[src/rtl/his_reader_fsm_pkg.sv]
// ---------------------------------------------------------------------------
// his_reader_fsm_pkg
// Shared constants and types for the histogram reader.
//   BIN_NUM / PIXEL_NUM : histogram geometry (bins per pixel, pixels per frame)
//   BIN_W / PIX_W       : index widths; RAM address is {pixel, bin}
//   CNT_W               : width of one histogram count
//   state_t             : reader FSM encoding (IDLE=00, RUN=01, DONE=10)
// ---------------------------------------------------------------------------
package his_reader_fsm_pkg;

    localparam int BIN_NUM   = 16;
    localparam int PIXEL_NUM = 4;
    localparam int BIN_W     = 4;
    localparam int PIX_W     = 2;
    localparam int CNT_W     = 8;
    localparam int ADDR_W    = PIX_W + BIN_W;

    localparam logic [BIN_W-1:0] LAST_BIN = BIN_W'(BIN_NUM - 1);
    localparam logic [PIX_W-1:0] LAST_PIX = PIX_W'(PIXEL_NUM - 1);

    typedef enum logic [1:0] {
        IDLE = 2'b00,
        RUN  = 2'b01,
        DONE = 2'b10
    } state_t;

endpackage

[src/rtl/his_reader_fsm_if.sv]
// ---------------------------------------------------------------------------
// his_reader_fsm_if
// Bundles the histogram RAM port and the output beat stream of the reader.
//   RAM side   : ram_rd_en, ram_bank, ram_addr, ram_rd_data (1-cycle latency),
//                ram_clr_en, ram_clr_addr (write-zero)
//   Stream side: out_valid/out_ready handshake, out_count, out_bin,
//                out_pixel, out_last
// Modports: master = reader, slave = RAM + stream consumer.
// ---------------------------------------------------------------------------
interface his_reader_fsm_if;
    import his_reader_fsm_pkg::*;

    logic              ram_rd_en;
    logic              ram_bank;
    logic [ADDR_W-1:0] ram_addr;
    logic [CNT_W-1:0]  ram_rd_data;
    logic              ram_clr_en;
    logic [ADDR_W-1:0] ram_clr_addr;

    logic              out_valid;
    logic              out_ready;
    logic [CNT_W-1:0]  out_count;
    logic [BIN_W-1:0]  out_bin;
    logic [PIX_W-1:0]  out_pixel;
    logic              out_last;

    modport master (
        output ram_rd_en, ram_bank, ram_addr, ram_clr_en, ram_clr_addr,
        input  ram_rd_data,
        output out_valid, out_count, out_bin, out_pixel, out_last,
        input  out_ready
    );

    modport slave (
        input  ram_rd_en, ram_bank, ram_addr, ram_clr_en, ram_clr_addr,
        output ram_rd_data,
        input  out_valid, out_count, out_bin, out_pixel, out_last,
        output out_ready
    );

endinterface

[src/rtl/his_reader_fsm_peak_tracker.sv]
// ---------------------------------------------------------------------------
// his_peak_tracker
// Per-pixel maximum tracker for the histogram reader. Only built when the
// PEAK_DETECT_EN macro is defined.
//   clk, res   : clock, asynchronous active-high reset
//   beat       : a beat is accepted on the output stream this cycle
//   count/bin  : payload of that beat
//   last       : beat is the final bin of its pixel
//   peak_valid : one-cycle pulse after the last beat of a pixel is accepted
//   peak_bin / peak_count : lowest bin holding the pixel's maximum count
// ---------------------------------------------------------------------------
`ifdef PEAK_DETECT_EN
module his_peak_tracker
    import his_reader_fsm_pkg::*;
(
    input  logic             clk,
    input  logic             res,
    input  logic             beat,
    input  logic [CNT_W-1:0] count,
    input  logic [BIN_W-1:0] bin,
    input  logic             last,
    output logic             peak_valid,
    output logic [BIN_W-1:0] peak_bin,
    output logic [CNT_W-1:0] peak_count
);

    logic [CNT_W-1:0] max_q;
    logic [BIN_W-1:0] max_bin_q;
    logic             take;
    logic [CNT_W-1:0] max_new;
    logic [BIN_W-1:0] max_bin_new;

    // Bin 0 opens a new pixel; afterwards only a strictly larger count wins,
    // so ties stay on the lowest bin.
    assign take        = beat && ((bin == '0) || (count > max_q));
    assign max_new     = take ? count : max_q;
    assign max_bin_new = take ? bin   : max_bin_q;

    always_ff @(posedge clk or posedge res) begin
        if (res) begin
            max_q      <= '0;
            max_bin_q  <= '0;
            peak_valid <= 1'b0;
            peak_bin   <= '0;
            peak_count <= '0;
        end else begin
            if (beat) begin
                max_q     <= max_new;
                max_bin_q <= max_bin_new;
            end
            peak_valid <= beat && last;
            if (beat && last) begin
                peak_bin   <= max_bin_new;
                peak_count <= max_new;
            end
        end
    end

endmodule
`endif

[src/rtl/his_reader_fsm.sv]
// ---------------------------------------------------------------------------
// his_reader_fsm
// Reads out a completed histogram bank bin by bin after his_done, streams
// each count on a valid/ready interface and clears every bin it has read.
// Optional per-pixel peak detection is enabled with the PEAK_DETECT_EN macro;
// without it the peak outputs are tied to zero.
//   clk, res          : clock, asynchronous active-high reset
//   his_done/his_bank : acquisition-complete pulse and the bank it filled
//   bus (master)      : histogram RAM read/clear port and output beat stream
//   busy              : frame readout in progress (RUN or DONE)
//   frame_done        : one-cycle pulse after the final beat is accepted
//   overrun           : sticky, his_done arrived while busy
//   peak_valid/peak_bin/peak_count : per-pixel peak result
// ---------------------------------------------------------------------------
module his_reader_fsm
    import his_reader_fsm_pkg::*;
(
    input  logic              clk,
    input  logic              res,
    input  logic              his_done,
    input  logic              his_bank,
    his_reader_fsm_if.master  bus,
    output logic              busy,
    output logic              frame_done,
    output logic              overrun,
    output logic              peak_valid,
    output logic [BIN_W-1:0]  peak_bin,
    output logic [CNT_W-1:0]  peak_count
);

    state_t            state, state_nxt;
    logic              start;
    logic              bank_q;
    logic [PIX_W-1:0]  pix_cnt;
    logic [BIN_W-1:0]  bin_cnt;
    logic              all_issued;
    logic              rd_pending;
    logic [ADDR_W-1:0] pend_addr;
    logic              out_valid_q;
    logic [CNT_W-1:0]  out_count_q;
    logic [BIN_W-1:0]  out_bin_q;
    logic [PIX_W-1:0]  out_pixel_q;
    logic              out_last_q;
    logic              rd_en;
    logic              accept;
    logic              final_accept;

    assign accept       = out_valid_q && bus.out_ready;
    assign final_accept = accept && out_last_q && (out_pixel_q == LAST_PIX);

    // One read at a time, and only when the output register will be free to
    // take the data; all_issued stops the counters from wrapping into a
    // second pass over the bank.
    assign rd_en = (state == RUN) && !rd_pending && !all_issued
                   && (!out_valid_q || bus.out_ready);

    // NOTE: sequential state uses non-blocking assignments so every register
    // samples the pre-edge values of the others.
    always_ff @(posedge clk or posedge res) begin
        if (res) state <= IDLE;
        else     state <= state_nxt;
    end

    // NOTE: every output of this block gets a default first, so no path can
    // leave one unassigned and infer a latch.
    always_comb begin
        state_nxt  = state;
        start      = 1'b0;
        busy       = 1'b0;
        frame_done = 1'b0;
        case (state)
            IDLE: begin
                if (his_done) begin
                    state_nxt = RUN;
                    start     = 1'b1;
                end
            end
            RUN: begin
                busy = 1'b1;
                if (final_accept) state_nxt = DONE;
            end
            DONE: begin
                busy       = 1'b1;
                frame_done = 1'b1;
                state_nxt  = IDLE;
            end
            default: state_nxt = IDLE;
        endcase
    end

    always_ff @(posedge clk or posedge res) begin
        if (res) begin
            bank_q      <= 1'b0;
            pix_cnt     <= '0;
            bin_cnt     <= '0;
            all_issued  <= 1'b0;
            rd_pending  <= 1'b0;
            pend_addr   <= '0;
            out_valid_q <= 1'b0;
            out_count_q <= '0;
            out_bin_q   <= '0;
            out_pixel_q <= '0;
            out_last_q  <= 1'b0;
            overrun     <= 1'b0;
        end else begin
            if (start) begin
                bank_q     <= his_bank;
                pix_cnt    <= '0;
                bin_cnt    <= '0;
                all_issued <= 1'b0;
            end else if (rd_en) begin
                pend_addr <= {pix_cnt, bin_cnt};
                if (bin_cnt == LAST_BIN) begin
                    if (pix_cnt == LAST_PIX) begin
                        all_issued <= 1'b1;
                    end else begin
                        pix_cnt <= pix_cnt + PIX_W'(1);
                        bin_cnt <= '0;
                    end
                end else begin
                    bin_cnt <= bin_cnt + BIN_W'(1);
                end
            end

            rd_pending <= rd_en;

            // Read data is valid in the cycle after the strobe; capture it
            // together with the address it came from.
            if (rd_pending) begin
                out_valid_q               <= 1'b1;
                out_count_q               <= bus.ram_rd_data;
                {out_pixel_q, out_bin_q}  <= pend_addr;
                out_last_q                <= (pend_addr[BIN_W-1:0] == LAST_BIN);
            end else if (accept) begin
                out_valid_q <= 1'b0;
            end

            if (his_done && (state != IDLE)) overrun <= 1'b1;
        end
    end

    assign bus.ram_rd_en    = rd_en;
    assign bus.ram_bank     = bank_q;
    assign bus.ram_addr     = {pix_cnt, bin_cnt};
    // The clear of a bin rides on the cycle its data comes back.
    assign bus.ram_clr_en   = rd_pending;
    assign bus.ram_clr_addr = pend_addr;
    assign bus.out_valid    = out_valid_q;
    assign bus.out_count    = out_count_q;
    assign bus.out_bin      = out_bin_q;
    assign bus.out_pixel    = out_pixel_q;
    assign bus.out_last     = out_last_q;

`ifdef PEAK_DETECT_EN
    his_peak_tracker u_peak (
        .clk        (clk),
        .res        (res),
        .beat       (accept),
        .count      (out_count_q),
        .bin        (out_bin_q),
        .last       (out_last_q),
        .peak_valid (peak_valid),
        .peak_bin   (peak_bin),
        .peak_count (peak_count)
    );
`else
    assign peak_valid = 1'b0;
    assign peak_bin   = '0;
    assign peak_count = '0;
`endif

endmodule

[src/flat_wrapper.sv]
// flat-port wrapper written by rule: the top's interface ports become plain ports
module his_reader_fsm_flat import his_reader_fsm_pkg::*;
  (clk, res, his_done, his_bank, busy, frame_done, overrun, peak_valid, peak_bin, peak_count, bus_ram_rd_en, bus_ram_bank, bus_ram_addr, bus_ram_clr_en, bus_ram_clr_addr, bus_ram_rd_data, bus_out_valid, bus_out_count, bus_out_bin, bus_out_pixel, bus_out_last, bus_out_ready);
  his_reader_fsm_if bus_i ();
  input  logic clk;
  input  logic res;
  input  logic his_done;
  input  logic his_bank;
  output logic busy;
  output logic frame_done;
  output logic overrun;
  output logic peak_valid;
  output logic [BIN_W-1:0] peak_bin;
  output logic [CNT_W-1:0] peak_count;
  output wire logic [$bits(bus_i.ram_rd_en)-1:0] bus_ram_rd_en;
  output wire logic [$bits(bus_i.ram_bank)-1:0] bus_ram_bank;
  output wire logic [$bits(bus_i.ram_addr)-1:0] bus_ram_addr;
  output wire logic [$bits(bus_i.ram_clr_en)-1:0] bus_ram_clr_en;
  output wire logic [$bits(bus_i.ram_clr_addr)-1:0] bus_ram_clr_addr;
  input wire logic [$bits(bus_i.ram_rd_data)-1:0] bus_ram_rd_data;
  output wire logic [$bits(bus_i.out_valid)-1:0] bus_out_valid;
  output wire logic [$bits(bus_i.out_count)-1:0] bus_out_count;
  output wire logic [$bits(bus_i.out_bin)-1:0] bus_out_bin;
  output wire logic [$bits(bus_i.out_pixel)-1:0] bus_out_pixel;
  output wire logic [$bits(bus_i.out_last)-1:0] bus_out_last;
  input wire logic [$bits(bus_i.out_ready)-1:0] bus_out_ready;
  assign bus_ram_rd_en = bus_i.ram_rd_en;
  assign bus_ram_bank = bus_i.ram_bank;
  assign bus_ram_addr = bus_i.ram_addr;
  assign bus_ram_clr_en = bus_i.ram_clr_en;
  assign bus_ram_clr_addr = bus_i.ram_clr_addr;
  assign bus_i.ram_rd_data = bus_ram_rd_data;
  assign bus_out_valid = bus_i.out_valid;
  assign bus_out_count = bus_i.out_count;
  assign bus_out_bin = bus_i.out_bin;
  assign bus_out_pixel = bus_i.out_pixel;
  assign bus_out_last = bus_i.out_last;
  assign bus_i.out_ready = bus_out_ready;
  his_reader_fsm u_core (.clk(clk), .res(res), .his_done(his_done), .his_bank(his_bank), .bus(bus_i), .busy(busy), .frame_done(frame_done), .overrun(overrun), .peak_valid(peak_valid), .peak_bin(peak_bin), .peak_count(peak_count));
endmodule
[config.mk]
export PLATFORM = sky130hd
export DESIGN_NAME = his_reader_fsm_flat
export DESIGN_NICKNAME = d
export VERILOG_FILES = /design/src/rtl/his_reader_fsm_pkg.sv /design/src/rtl/his_reader_fsm_if.sv /design/src/rtl/his_reader_fsm_peak_tracker.sv /design/src/rtl/his_reader_fsm.sv /design/src/flat_wrapper.sv
export SDC_FILE = /design/constraint.sdc
export NUM_CORES = 1
export LEC_CHECK = 0
export ABC_AREA = 1
export CAP_MARGIN = 15
export CORE_MARGIN = 5
export CORE_UTILIZATION = 30
export CTS_BUF_LIST = sky130_fd_sc_hd__clkbuf_2
export DETAILED_ROUTE_END_ITERATION = 7
export GPL_TIMING_DRIVEN = 0
export SYNTH_ARGS = -nofsm -noshare
export SYNTH_HDL_FRONTEND = slang
export SYNTH_HIERARCHICAL = 1
export SYNTH_SLANG_ARGS = --single-unit
[constraint.sdc]
create_clock -name clk -period 2.25 [get_ports clk]
set_input_delay 0.225 -clock clk [delete_from_list [all_inputs] [get_ports clk]]
set_output_delay 0.225 -clock clk [all_outputs]
set_load 0.01 [all_outputs]
# [Yosys cells after proc, flatten, opt, wreduce, memory -nomap -nowiden]
# Cells that the tools add are included.
[op_classes] n_addsub=2 eq_ne=10 mux=21 bitwise_logic=1 n_reduce_logical=23
[op_table] op="$mux 4" n=4
[op_table] op="$mux 2" n=6
[op_table] op="$mux 1" n=10
[op_table] op="$reduce_bool 2->1" n=5
[op_table] op="$eq 4x4->1 const B" n=2
[op_table] op="$logic_and 1x1->1" n=7
[op_table] op="$eq 2x2->1 const B" n=3
[op_table] op="$reduce_and 2->1" n=3
[op_table] op="$reduce_and 3->1" n=2
[op_table] op="$add 4x1->4 const B" n=1
[op_table] op="$ne 2x1->1 const B" n=2
[op_table] op="$pmux 2 s2" n=1
[op_table] op="$logic_not 1->1" n=3
[op_table] op="$ne 3x2->1 const B" n=1
[op_table] op="$add 2x1->2 const B" n=1
[op_table] op="$eq 2x1->1 const B" n=1
[op_table] op="$logic_not 2->1" n=1
[op_table] op="$ne 2x2->1 const B" n=1
[op_table] op="$reduce_or 2->1" n=1
[op_table] op="$logic_or 1x1->1" n=1
[op_table] op="$not 1->1" n=1
[word_totals] regBits=34 in_bits=13 out_inout_bits=47

# [Depth between registers and ports, before layout]
# Gate-level depths: netlist of run 1.
[logic_depth] depth_word=6 ltp_mapped=9

# [Worst setup path before layout of run 1]
# OpenSTA, ideal clock, no wires.
[synth_timing] path_type="reg-to-reg" startpoint="reg u_core.state[0]" endpoint="reg u_core.bin_cnt[1]" setup_ns=0.117 arrival_time_ns=1.248 t_required_ns=2.133 slack_ns=0.885 path_stages_with_launch=9 period_less_slack_ns=1.365 cell_sequence="dfrtp_1 inv_1 ha_1 nand2_2 nand2_1 nor2_4 inv_2 nand3_1 nand2_1"
[synth_via] elab_chain_cells=6
[synth_rtl] item="start: declaration" line="his_reader_fsm.sv:31" source="state_t state, state_nxt;"
[synth_rtl] item="start signal: assignment" line="his_reader_fsm.sv:61" source="else state <= state_nxt;"
[synth_rtl] item="$eq 2x1->1" line="his_reader_fsm.sv:54" source="assign rd_en = (state == RUN) && !rd_pending && !all_issued"
[synth_rtl] item="$logic_and 1x1->1 (2 in series)" line="his_reader_fsm.sv:54"
[synth_rtl] item="$logic_and 1x1->1" line="his_reader_fsm.sv:55" source="&& (!out_valid_q || bus.out_ready);"
[synth_rtl] item="$reduce_bool 2->1 (no source line)"
[synth_rtl] item="$reduce_and 2->1 (no source line)"
[synth_rtl] item="end signal: assignment" line="his_reader_fsm.sv:121" source="bin_cnt <= bin_cnt + BIN_W'(1);"
[synth_rtl] item="end: declaration" line="his_reader_fsm.sv:35" source="logic [BIN_W-1:0] bin_cnt;"
# Parallel ways exist; a longest one is shown, timed or not.
# A chain may end at the register's enable or synchronous reset.

# [Worst setup path in the final report of run 1]
[layout_timing] startpoint="reg u_core.state[1]" endpoint="out bus_ram_rd_en"
[layout_via] elab_chain_cells=4
[layout_rtl] item="$eq 2x1->1" line="his_reader_fsm.sv:54"
[layout_rtl] item="$logic_and 1x1->1 (2 in series)" line="his_reader_fsm.sv:54"
[layout_rtl] item="$logic_and 1x1->1" line="his_reader_fsm.sv:55"
[layout_rtl] item="end: declaration" line="flat_wrapper.sv:15" source="output wire logic [$bits(bus_i.ram_rd_en)-1:0] bus_ram_rd_en;"
# No other way between the ends.

==> impl_results.md, run 1 <==
- Synth Area in Adders: 0.0527
- I/O pin count: 60
- Placed Cells: 327
- Critical-path top delay cell: dfrtp_1
- Synth async-reset ratio: 1.00
- Clock Sinks: 34
- Number of synthesized flops with an enable pin: 0
- Final WL: 3.80 mm
- Rel. slew slack: 0.493
- Period minus WS final: 2.02 ns
- Stages on worst setup path: 7
- GPL Wtd Cong: 0.853
- Ys flop type: dfrtp_1
- Drt wl/cell: 11.3 um
- Clk pin slew, worst setup/hold paths: 0.19 ns
- Layout Cells excl Fill: 336
- Seq cells post-synth: 34
- # setup viols final: 0
- First-pass GRT wire length: 6.33 mm
- Tightest Pin Transition: 0.759 ns
- Post-synthesis mux area share: 0
- Outcome: complete, no violations
- Synth area leaders: dfrtp_1 51%, nand2_1 20%, buf_4 5.9%
- Worst Skew: 0.0158 ns
- DRT Pass-1 Iters: 4
- Synth Warn #: 6
- Synthesized area: 1660 sq um
- WS Path Type: flop to output pin
- Worst R2R Path Depth: 9
- Layout filler cell count: 556
- Total grt overflow: 0
- Layout cells sized above 1: 0.136
- Setup TNS: 0 ns
- GRT Overall Usage: 0.111
- Complex-gate fraction of the synthesized area: 0.0429
- Count leader, synth: nand2_1
- Bufs and invs on worst path: 4
- RSZ-0062 raised after global routing: false
- Initial cell density of the core: 0.306
- P per Cell Area: 1240 nW/um^2
- # rows: 27
- Simple-Gate Fraction of Synth Area: 0.297
- Detailed Place HPWL: 2.84 mm
- Die area: 7130 sq um
- Core Region: 5440 sq um
- CTS buffer count: 5
- Cell count after synthesis: 196
- Seq/Total Area, Yosys: 0.512
- Crit start category: flop
- Top-area cell type share of the netlist area: 0.512
- Worst vdd ir: 0.000374 V
- Critical path data arrival time: 1.79 ns
- Max Clk Rate: 496 MHz
- Pin count of the biggest net entering global routing: 19
- Synth cell types: 23
- Syn Area/Cell: 8.48 sq um
- Cell family with most CP delay: buffers and inverters
- Max Slew Vio Count: 0
- Post-DR vias/cell: 4.15
- Layout area overhead: 42.2%
- Post-Synth XOR/XNOR Area: 0
- Final period util: 0.896
- Area leader, netlist: dfrtp_1
- CP peak stage delay: 0.44 ns
- Critical path, cell by cell: inv_1, ha_1, inv_1, nor2_2, nand3_4, inv_1, dlygate4sd2_1
- Routed Antenna Nets: 0
- Nets: 283
- CTS Buffer Depth: 2
- Initial antenna violation count: 0
- Number of I/O port buffers: 46
- HP Class: input port to async pin
- Worst Path Required: 2.03 ns
- Root Driver: clkbuf_2
- DIE WIDTH: 84.5 um
- Clock Latency Late Sink: 0.38 ns
- CP Capture Type: output pin
- H-Tree Level Count: 2
- Diodes inserted: 0
- CTS tree: done
- Max-cap violations: 0
- Fin. Hold Viols: 0
- DRC Markers: 0
- Crit-path max FO: 4
- Top post-synthesis cells by count: 89 x nand2_1, 34 x dfrtp_1, 13 x buf_4
- Main combinational cell family by area after synthesis: simple AND/OR/NAND/NOR gates
- Vias in the first global route: 1,304
- Lkg Pwr: 1.21 nW
- Vias: 1,393
- DIE HEIGHT: 84.5 um
- CP most frequent cell: inv_1
- DRT iter0 DRCs: 37
metal layers:
metal  part of all wire  routed length [um]  vias up  GRT usage
met1               0.46                1740      637      0.135
met2               0.47                1790       35      0.180
met3              0.064                 242        2     0.0442
met5                  0                   0        -          0
met4             0.0066                  25        0     0.0345
li1                   -                   -      719          -
through the flow:
step	setup slack, ns	hold WS (ns)	area (sq um)	utilization	power (W)
after detailed placement	0.275	0.458	2290	0.420	0.00255
final	0.235	0.266	2360	0.435	0.00294
after floorplan	0.885	0.335	1710	-	0.00182
after global placement	0.279	0.454	2260	0.415	0.00252
after CTS	0.0776	0.277	2350	0.433	0.00297
after global routing	0.0694	0.289	2360	0.435	0.00318
cells by family (layout without fill, tap and decap cells):
family                   after synthesis  after routing
buffers and inverters                 28             84
adder cells (fa/ha/maj)                7              7
other                                  1             13
AO/OA/AOI/OAI                         13             13
flip-flops                            34             34
AND/OR/NAND/NOR                      113            113
final timing paths:
| check | slack [ns] | start | end |
|---|---|---|---|
| max in group asynchronous | 1.45 | res | u_core/bus.out_count[1]$_DFFE_PP0P_ |
| hold / removal | 0.27 | res | u_core/bus.ram_clr_addr[4]$_DFFE_PP0P_ |
| min in group clk | 0.34 | bus_ram_rd_data[5] | u_core/bus.out_count[5]$_DFFE_PP0P_ |
| setup / recovery | 0.23 | u_core/state[1]$_DFFE_PP0P_ | bus_ram_rd_en |
| setup reg to reg | 0.68 | u_core/state[0]$_DFFE_PP0P_ | u_core/bin_cnt[3]$_DFFE_PP0P_ |
| hold reg to reg | 0.50 | u_core/bus.out_count[7]$_DFFE_PP0P_ | u_core/bus.out_count[7]$_DFFE_PP0P_ |
power by group:
part / leakage [nW] / total, W / switching (W) / internal, W
combinational: 0.735 / 0.00147 / 0.000753 / 0.000716
clock: 0.0352 / 0.000409 / 0.000222 / 0.000187
sequential: 0.437 / 0.00106 / 0.000208 / 0.000853
total: 1.21 / 0.00294 / 0.00118 / 0.00176
cells in the final DEF (no fill, tap or decap), types with 2 or more instances in the layout:
master	synthesis	routed
nand2_1	89	89
clkdlybuf4s50_1	0	45
dfrtp_1	34	34
buf_4	13	14
conb_1	1	13
inv_1	10	10
nand3_1	9	9
o21ai_0	9	9
ha_1	7	7
clkbuf_2	0	5
nor2_1	6	5
inv_2	3	3
clkinvlp_4	0	2
nor2_4	2	2
nand2_4	2	2
registers in the layout, indices dropped and copies added, names as in the netlist, 2 cells and up:
signal	cells
u_core/bin_cnt	4
u_core/bus.out_bin	4
u_core/bus.out_count	8
u_core/bus.out_pixel	2
u_core/bus.ram_clr_addr	6
u_core/pix_cnt	2
u_core/state	2
area by class of cell:
cell class | count | area, sq um | area share
sequential | 34 | 851 | 0.360
multi-input combinational | 146 | 704 | 0.298
timing repair buffer | 48 | 494 | 0.209
buffer | 15 | 106 | 0.0450
tap | 72 | 90.1 | 0.0381
inverter | 13 | 48.8 | 0.0206
clock inverter | 3 | 45.0 | 0.0190
clock buffer | 5 | 25.0 | 0.0106
timing repair:
item	in CTS	in global routing
hold endpoints to repair	0	0
gates cloned	0	0
hold buffers	0	0
setup endpoints to repair	1	1
pin swaps	0	1
resized for setup	1	1
setup buffers	0	1
No activity file was read; power rests on OpenSTA's default activity.
==> run 2: changes to the inputs <==
Settings changed: CORE_MARGIN 5 to default.
==> run 2 against run 1 <==
Net effect:
- fmax is 2.5% higher
- non-clock buffer count stayed put
- die area fell by 18%
- sequential share of layout area is 0.72 points higher
- flip-flop and latch count unchanged
==> impl_results.md, run 2 (synthesized netlist as in run 1, its figures left out) <==
- Worst Path Required: 2.03 ns (about the same)
- CTS buffer count: 5 (unchanged)
- # setup viols final: 0 (unchanged)
- Outcome: complete, no violations
- Initial antenna violation count: 0 (unchanged)
- GRT Overall Usage: 0.122 (+0.0111)
- Area of the multi-input gates: 702 sq um (-0.36%)
- Max Slew Vio Count: 0 (unchanged)
- Root Driver: clkbuf_2
- Post-DR vias/cell: 4.14 (-0.20%)
- Worst R2R Path Depth: 10 (+1)
- Flip-flop and latch area: 851 sq um (unchanged)
- # rows: 26 (-3.7%)
- Number of I/O port buffers: 46 (unchanged)
- CP Capture Type: output pin
- P per Cell Area: 1200 nW/um^2 (-3.3%)
- Period minus WS final: 1.97 ns (-0.0495 ns)
- Worst vdd ir: 0.000355 V (-5.1%)
- Crit-path max FO: 4 (unchanged)
- Final WL: 3.46 mm (-8.9%)
- Hold_ws: 0.326 ns (+0.0596 ns)
- Worst Skew: 0.0141 ns (-0.00173 ns)
- Vias in the first global route: 1,267 (-2.8%)
- Die area: 5840 sq um (-18%)
- Lkg Pwr: 1.19 nW (-1.2%)
- Setup TNS: 0 ns (unchanged)
- First-pass GRT wire length: 5.77 mm (-8.8%)
- H-Tree Level Count: 2 (unchanged)
- Layout cells sized above 1: 0.129 (-0.00758)
- Hold_buf cts: 0 (unchanged)
- DIE HEIGHT: 76.5 um (-9.5%)
- Total grt overflow: 0 (unchanged)
- WS Path Type: flop to output pin
- Critical path, cell by cell: inv_1, ha_1, inv_1, nor2_1, nand3_4, inv_1, dlygate4sd2_1
- Clk pin slew, worst setup/hold paths: 0.18 ns (about the same)
- Tightest Pin Transition: 0.881 ns (+0.121 ns)
- Layout area overhead: 39.4%
- Crit start category: flop
- Commonest non-fill, non-tap cells in the layout: 89 x nand2_1, 45 x clkdlybuf4s50_1, 34 x dfrtp_1, 14 x buf_4, 13 x conb_1
- Bufs and invs on worst path: 4 (unchanged)
- Clock Latency Late Sink: 0.36 ns (-0.02 ns)
- Layout filler cell count: 513 (-7.7%)
- Fin. Hold Viols: 0 (unchanged)
- Commonest non-fill, non-tap cell in the layout: nand2_1
- Layout Cells excl Fill: 334 (-0.60%)
- Core Region: 5240 sq um (-3.7%)
- Rel. slew slack: 0.412 (-0.0809)
- Max reg flops: 8 (unchanged)
- DRT Pass-1 Iters: 3 (-1)
- Critical-path top delay cell: dfrtp_1
- CTS tree: done
- Final period util: 0.874 (-0.0220)
- Diodes inserted: 0 (unchanged)
- Routed Antenna Nets: 0 (unchanged)
- DRC Markers: 0 (unchanged)
- Drt wl/cell: 10.4 um (-8.3%)
- Clock Sinks: 34 (unchanged)
- GPL Wtd Cong: 0.787 (-7.7%)
- I/O pin count: 60 (unchanged)
- RSZ-0062 raised after global routing: false
- Vias: 1,382 (-0.79%)
- Max Clk Rate: 509 MHz (+2.5%)
- Initial cell density of the core: 0.317 (+0.0118)
- Reg2reg setup slack: 0.63 ns (-0.05 ns)
- Detailed Place HPWL: 2.60 mm (-8.4%)
- DIE WIDTH: 76.5 um (-9.5%)
- Max-cap violations: 0 (unchanged)
- R2R Path End: u_core/pix_cnt[1]$_DFFE_PP0P_
- Worst r2r src: u_core/state[1]$_DFFE_PP0P_
- CP peak stage delay: 0.43 ns (about the same)
- Critical path data arrival time: 1.74 ns (-0.05 ns)
- DRT iter0 DRCs: 67 (+81%)
- Nets: 283 (unchanged)
- HP Class: input port to async pin
- Placed Cells: 325 (-0.61%)
- Pin count of the biggest net entering global routing: 24 (+5)
- CP most frequent cell: inv_1
- Cell family with most CP delay: buffers and inverters
- CTS Buffer Depth: 2 (unchanged)
run 2: cell count changes in the layout (fill, tap and decap cells not counted):
| cell | before | now |
|---|---|---|
| buf_16 | 1 | 0 |
| buf_8 | 0 | 1 |
| bufinv_16 | 1 | 0 |
| clkinv_1 | 0 | 1 |
| clkinv_2 | 0 | 1 |
| clkinvlp_4 | 2 | 1 |
| nor2_1 | 5 | 6 |
| nor2_2 | 1 | 0 |
run 2: repair_timing:
item	CTS	global route
endpoints found under the setup margin	1	0
hold endpoints to repair	0	0
setup buffers	1	0
gates resized for setup	1	0
run 2: report_power, final:
group / leakage, nW / internal, W / switching [W]
Clock: 0.0264 / 0.0000710 / 0.000204
Combinational: 0.730 / 0.000710 / 0.000742
Sequential: 0.437 / 0.000854 / 0.000205
Total: 1.19 / 0.00163 / 0.00115
run 2: routing by layer:
metal	part of all wire	up-vias	global-route usage
met1	0.47	620	0.151
met4	0.0035	0	0.0346
li1	-	722	-
met2	0.47	38	0.203
met5	0	-	0
met3	0.063	2	0.0395
run 2: cell type report:
cell class                 count  area share
tap                           70      0.0378
multi-input combinational    146       0.303
clock buffer                   5      0.0108
buffer                        15      0.0459
timing repair buffer          48       0.208
inverter                      13      0.0210
clock inverter                 3     0.00702
sequential                    34       0.367
run 2: worst max-delay path by stage:
| stage | startpoint | cells past startpoint | endpoint |
|---|---|---|---|
| 2_1_floorplan | u_core/state[0]$_DFFE_PP0P_ | 8 | u_core/bin_cnt[1]$_DFFE_PP0P_ |
| 3_3_place_gp | u_core/state[1]$_DFFE_PP0P_ | 7 | bus_ram_rd_en |
| 3_5_place_dp | u_core/state[1]$_DFFE_PP0P_ | 7 | bus_ram_rd_en |
| 4_1_cts | u_core/state[1]$_DFFE_PP0P_ | 7 | bus_ram_rd_en |
| 5_1_grt | u_core/state[1]$_DFFE_PP0P_ | 7 | bus_ram_rd_en |
| 6_report | u_core/state[1]$_DFFE_PP0P_ | 7 | bus_ram_rd_en |
run 2: through the flow:
| stage | util | cell area [sq um] | worst slack, ns | power [W] |
|---|---|---|---|---|
| 6_report | 0.443 | 2320 | 0.284 | 0.00279 |
| 5_1_grt | 0.443 | 2320 | 0.136 | 0.00303 |
| 4_1_cts | 0.443 | 2320 | 0.228 | 0.00283 |
| 3_5_place_dp | 0.434 | 2270 | 0.292 | 0.00254 |
| 3_3_place_gp | 0.431 | 2260 | 0.292 | 0.00251 |
| 2_1_floorplan | - | 1710 | 0.885 | 0.00182 |
==> run 3: changes to the inputs <==
Settings changed: SLEW_MARGIN from default to 20.
Clock period 2.25 ns to 2.41 ns, I/O delays scaled along.
==> run 3 against run 2 <==
Net effect:
- critical path depth stayed put
- sequential share of layout area is 0.36 points higher
- core utilization is 0.43 points lower
- combinational power is 8% lower
- via count is 0.51% lower
- clock power is 5% lower
- largest power group unchanged
- register-to-register slack better by 0.17 ns
- critical path type unchanged
- non-clock buffer count is 2 lower
- clock skew is 0.0039 ns lower
- first-iteration DRC count is 1.5% higher
==> impl_results.md, run 3 (synthesized netlist as in run 1, its figures left out) <==
- Nets: 281 (-0.71%)
- WS Path Type: flop to output pin
- Tightest Pin Transition: 0.701 ns (-0.179 ns)
- Detailed Place HPWL: 2.51 mm (-3.3%)
- Hold_buf cts: 0 (unchanged)
- DRC Markers: 0 (unchanged)
- DIE WIDTH: 76.5 um (unchanged)
- P per Cell Area: 1130 nW/um^2 (-6.0%)
- Total grt overflow: 0 (unchanged)
- CP peak stage delay: 0.43 ns (about the same)
- HP Class: input port to async pin
- Outcome: complete, no violations
- Max reg flops: 8 (unchanged)
- DRT iter0 DRCs: 68 (+1.5%)
- Clock Latency Late Sink: 0.37 ns (about the same)
- Root Driver: clkbuf_2
- Worst Path Required: 2.17 ns (+0.14 ns)
- Crit start category: flop
- Reg2reg setup slack: 0.80 ns (+0.17 ns)
- Met3 Use GR: 0.0383 (-0.00120)
- CTS resizes: 1 (unchanged)
- Final period util: 0.875
- Bufs and invs on worst path: 4 (unchanged)
- Post-layout util: 0.438 (-0.00430)
- R2R Path End: u_core/bin_cnt[1]$_DFFE_PP0P_
- Setup TNS: 0 ns (unchanged)
- First-pass GRT wire length: 5.71 mm (-0.95%)
- Core Region: 5240 sq um (unchanged)
- Rel. slew slack: 0.532 (+0.120)
- Max Clk Rate: 474 MHz
- Worst vdd ir: 0.000388 V (+9.2%)
- Max-cap violations: 0 (unchanged)
- Worst r2r src: u_core/state[0]$_DFFE_PP0P_
- Worst R2R Path Depth: 7 (-3)
- GRT Overall Usage: 0.123 (+0.00125)
- Clk pin slew, worst setup/hold paths: 0.18 ns (about the same)
- Cell family with most CP delay: buffers and inverters
- DRT Pass-1 Iters: 4 (+1)
- Initial cell density of the core: 0.317 (unchanged)
- Vias in the first global route: 1,289 (+1.7%)
- Die area: 5840 sq um (unchanged)
- RSZ-0062 raised after global routing: false
- Commonest non-fill, non-tap cell in the layout: nand2_1
- Pin count of the biggest net entering global routing: 35 (+46%)
- I/O pin count: 60 (unchanged)
- Initial antenna violation count: 0 (unchanged)
- Clock Sinks: 34 (unchanged)
- CP most frequent cell: inv_1
- Most crowded layer after global routing: met2
- Period minus WS final: 2.11 ns
- CTS tree: done
- Fin. Hold Viols: 0 (unchanged)
- Critical path data arrival time: 1.87 ns (+0.13 ns)
- Post-DR vias/cell: 4.14 (about the same)
- CP Capture Type: output pin
- H-Tree Level Count: 2 (unchanged)
- GR met2 Demand/Resource: 0.210 (+0.00721)
- Crit-path max FO: 9 (+5)
- GPL Wtd Cong: 0.787 (unchanged)
- Worst Skew: 0.0102 ns (-0.00386 ns)
- CTS buffer count: 5 (unchanged)
- Vias: 1,375 (-0.51%)
- Drt wl/cell: 10.5 um (+1.6%)
- Diodes inserted: 0 (unchanged)
- Met1 global-route usage: 0.144 (-0.00616)
- Routed Antenna Nets: 0 (unchanged)
- Final WL: 3.50 mm (+0.95%)
- Layout cells sized above 1: 0.126 (-0.00283)
- Lkg Pwr: 1.18 nW (-1.1%)
- # rows: 26 (unchanged)
- Post-CTS Setup Bufs: 0 (-1)
- Max Slew Vio Count: 0 (unchanged)
- CTS Buffer Depth: 2 (unchanged)
- DIE HEIGHT: 76.5 um (unchanged)
- Critical path, cell by cell: inv_1, ha_1, inv_1, nor2_1, nand3_4, inv_1, dlygate4sd2_1
- # setup viols final: 0 (unchanged)
- Commonest non-fill, non-tap cells in the layout: 89 x nand2_1, 45 x clkdlybuf4s50_1, 34 x dfrtp_1, 13 x buf_4, 13 x conb_1
- Number of I/O port buffers: 46 (unchanged)
- Layout area overhead: 38.1%
- Critical-path top delay cell: dfrtp_1
run 3: cell types whose count changed in the layout (fill, tap and decap cells not counted):
cell,delta
inv_1,-1
buf_8,-1
inv_2,+1
buf_4,-1
run 3: worst max path at each step:
stage / to / cells after the start / slack [ns] / startpoint
after floorplan: u_core/bin_cnt[1]$_DFFE_PP0P_ / 8 / 1.05 / u_core/state[0]$_DFFE_PP0P_
after global placement: bus_ram_rd_en / 7 / 0.44 / u_core/state[1]$_DFFE_PP0P_
after detailed placement: bus_ram_rd_en / 7 / 0.44 / u_core/state[1]$_DFFE_PP0P_
after CTS: bus_ram_rd_en / 7 / 0.24 / u_core/state[1]$_DFFE_PP0P_
after global routing: bus_ram_rd_en / 7 / 0.16 / u_core/state[1]$_DFFE_PP0P_
final: bus_ram_rd_en / 7 / 0.30 / u_core/state[1]$_DFFE_PP0P_
run 3: worst reg2reg max path: cells and delay by family, from the launching register on:
family / cells / cell delay [ns]
and+or+nand+nor: 4 / 0.62
DFF: 1 / 0.45
buffers and inverters: 2 / 0.25
adders and majority gates: 1 / 0.24
run 3: per-stage QoR:
| step | hold WS, ns | power, W | area [sq um] | std cells | setup slack (ns) |
|---|---|---|---|---|---|
| 6_report | 0.282 | 0.00259 | 2300 | 332 | 0.300 |
| 3_3_place_gp | 0.454 | 0.00234 | 2260 | 324 | 0.436 |
| 2_1_floorplan | 0.351 | 0.00170 | 1710 | 208 | 1.05 |
| 3_5_place_dp | 0.458 | 0.00237 | 2260 | 324 | 0.437 |
| 4_1_cts | 0.274 | 0.00263 | 2300 | 332 | 0.242 |
| 5_1_grt | 0.294 | 0.00282 | 2300 | 332 | 0.160 |
run 3: area by class of cell:
| class | instances | area [sq um] |
|---|---|---|
| Fill cell | 516 | 2940 |
| Sequential cell | 34 | 851 |
| Multi-Input combinational cell | 146 | 702 |
| Timing Repair Buffer | 46 | 459 |
| Buffer | 15 | 106 |
| Tap cell | 70 | 87.6 |
| Inverter | 13 | 48.8 |
| Clock buffer | 5 | 25.0 |
| Clock inverter | 3 | 16.3 |
run 3: power breakdown:
part,internal [W],switching (W),total (W)
clock network,0.0000662,0.000195,0.000261
logic,0.000650,0.000691,0.00134
registers,0.000797,0.000194,0.000990
run 3: per-layer routing:
layer,vias up,share of wire
met2,38,0.46
met5,-,0
met4,0,0.0083
li1,713,-
met1,620,0.47
met3,4,0.059
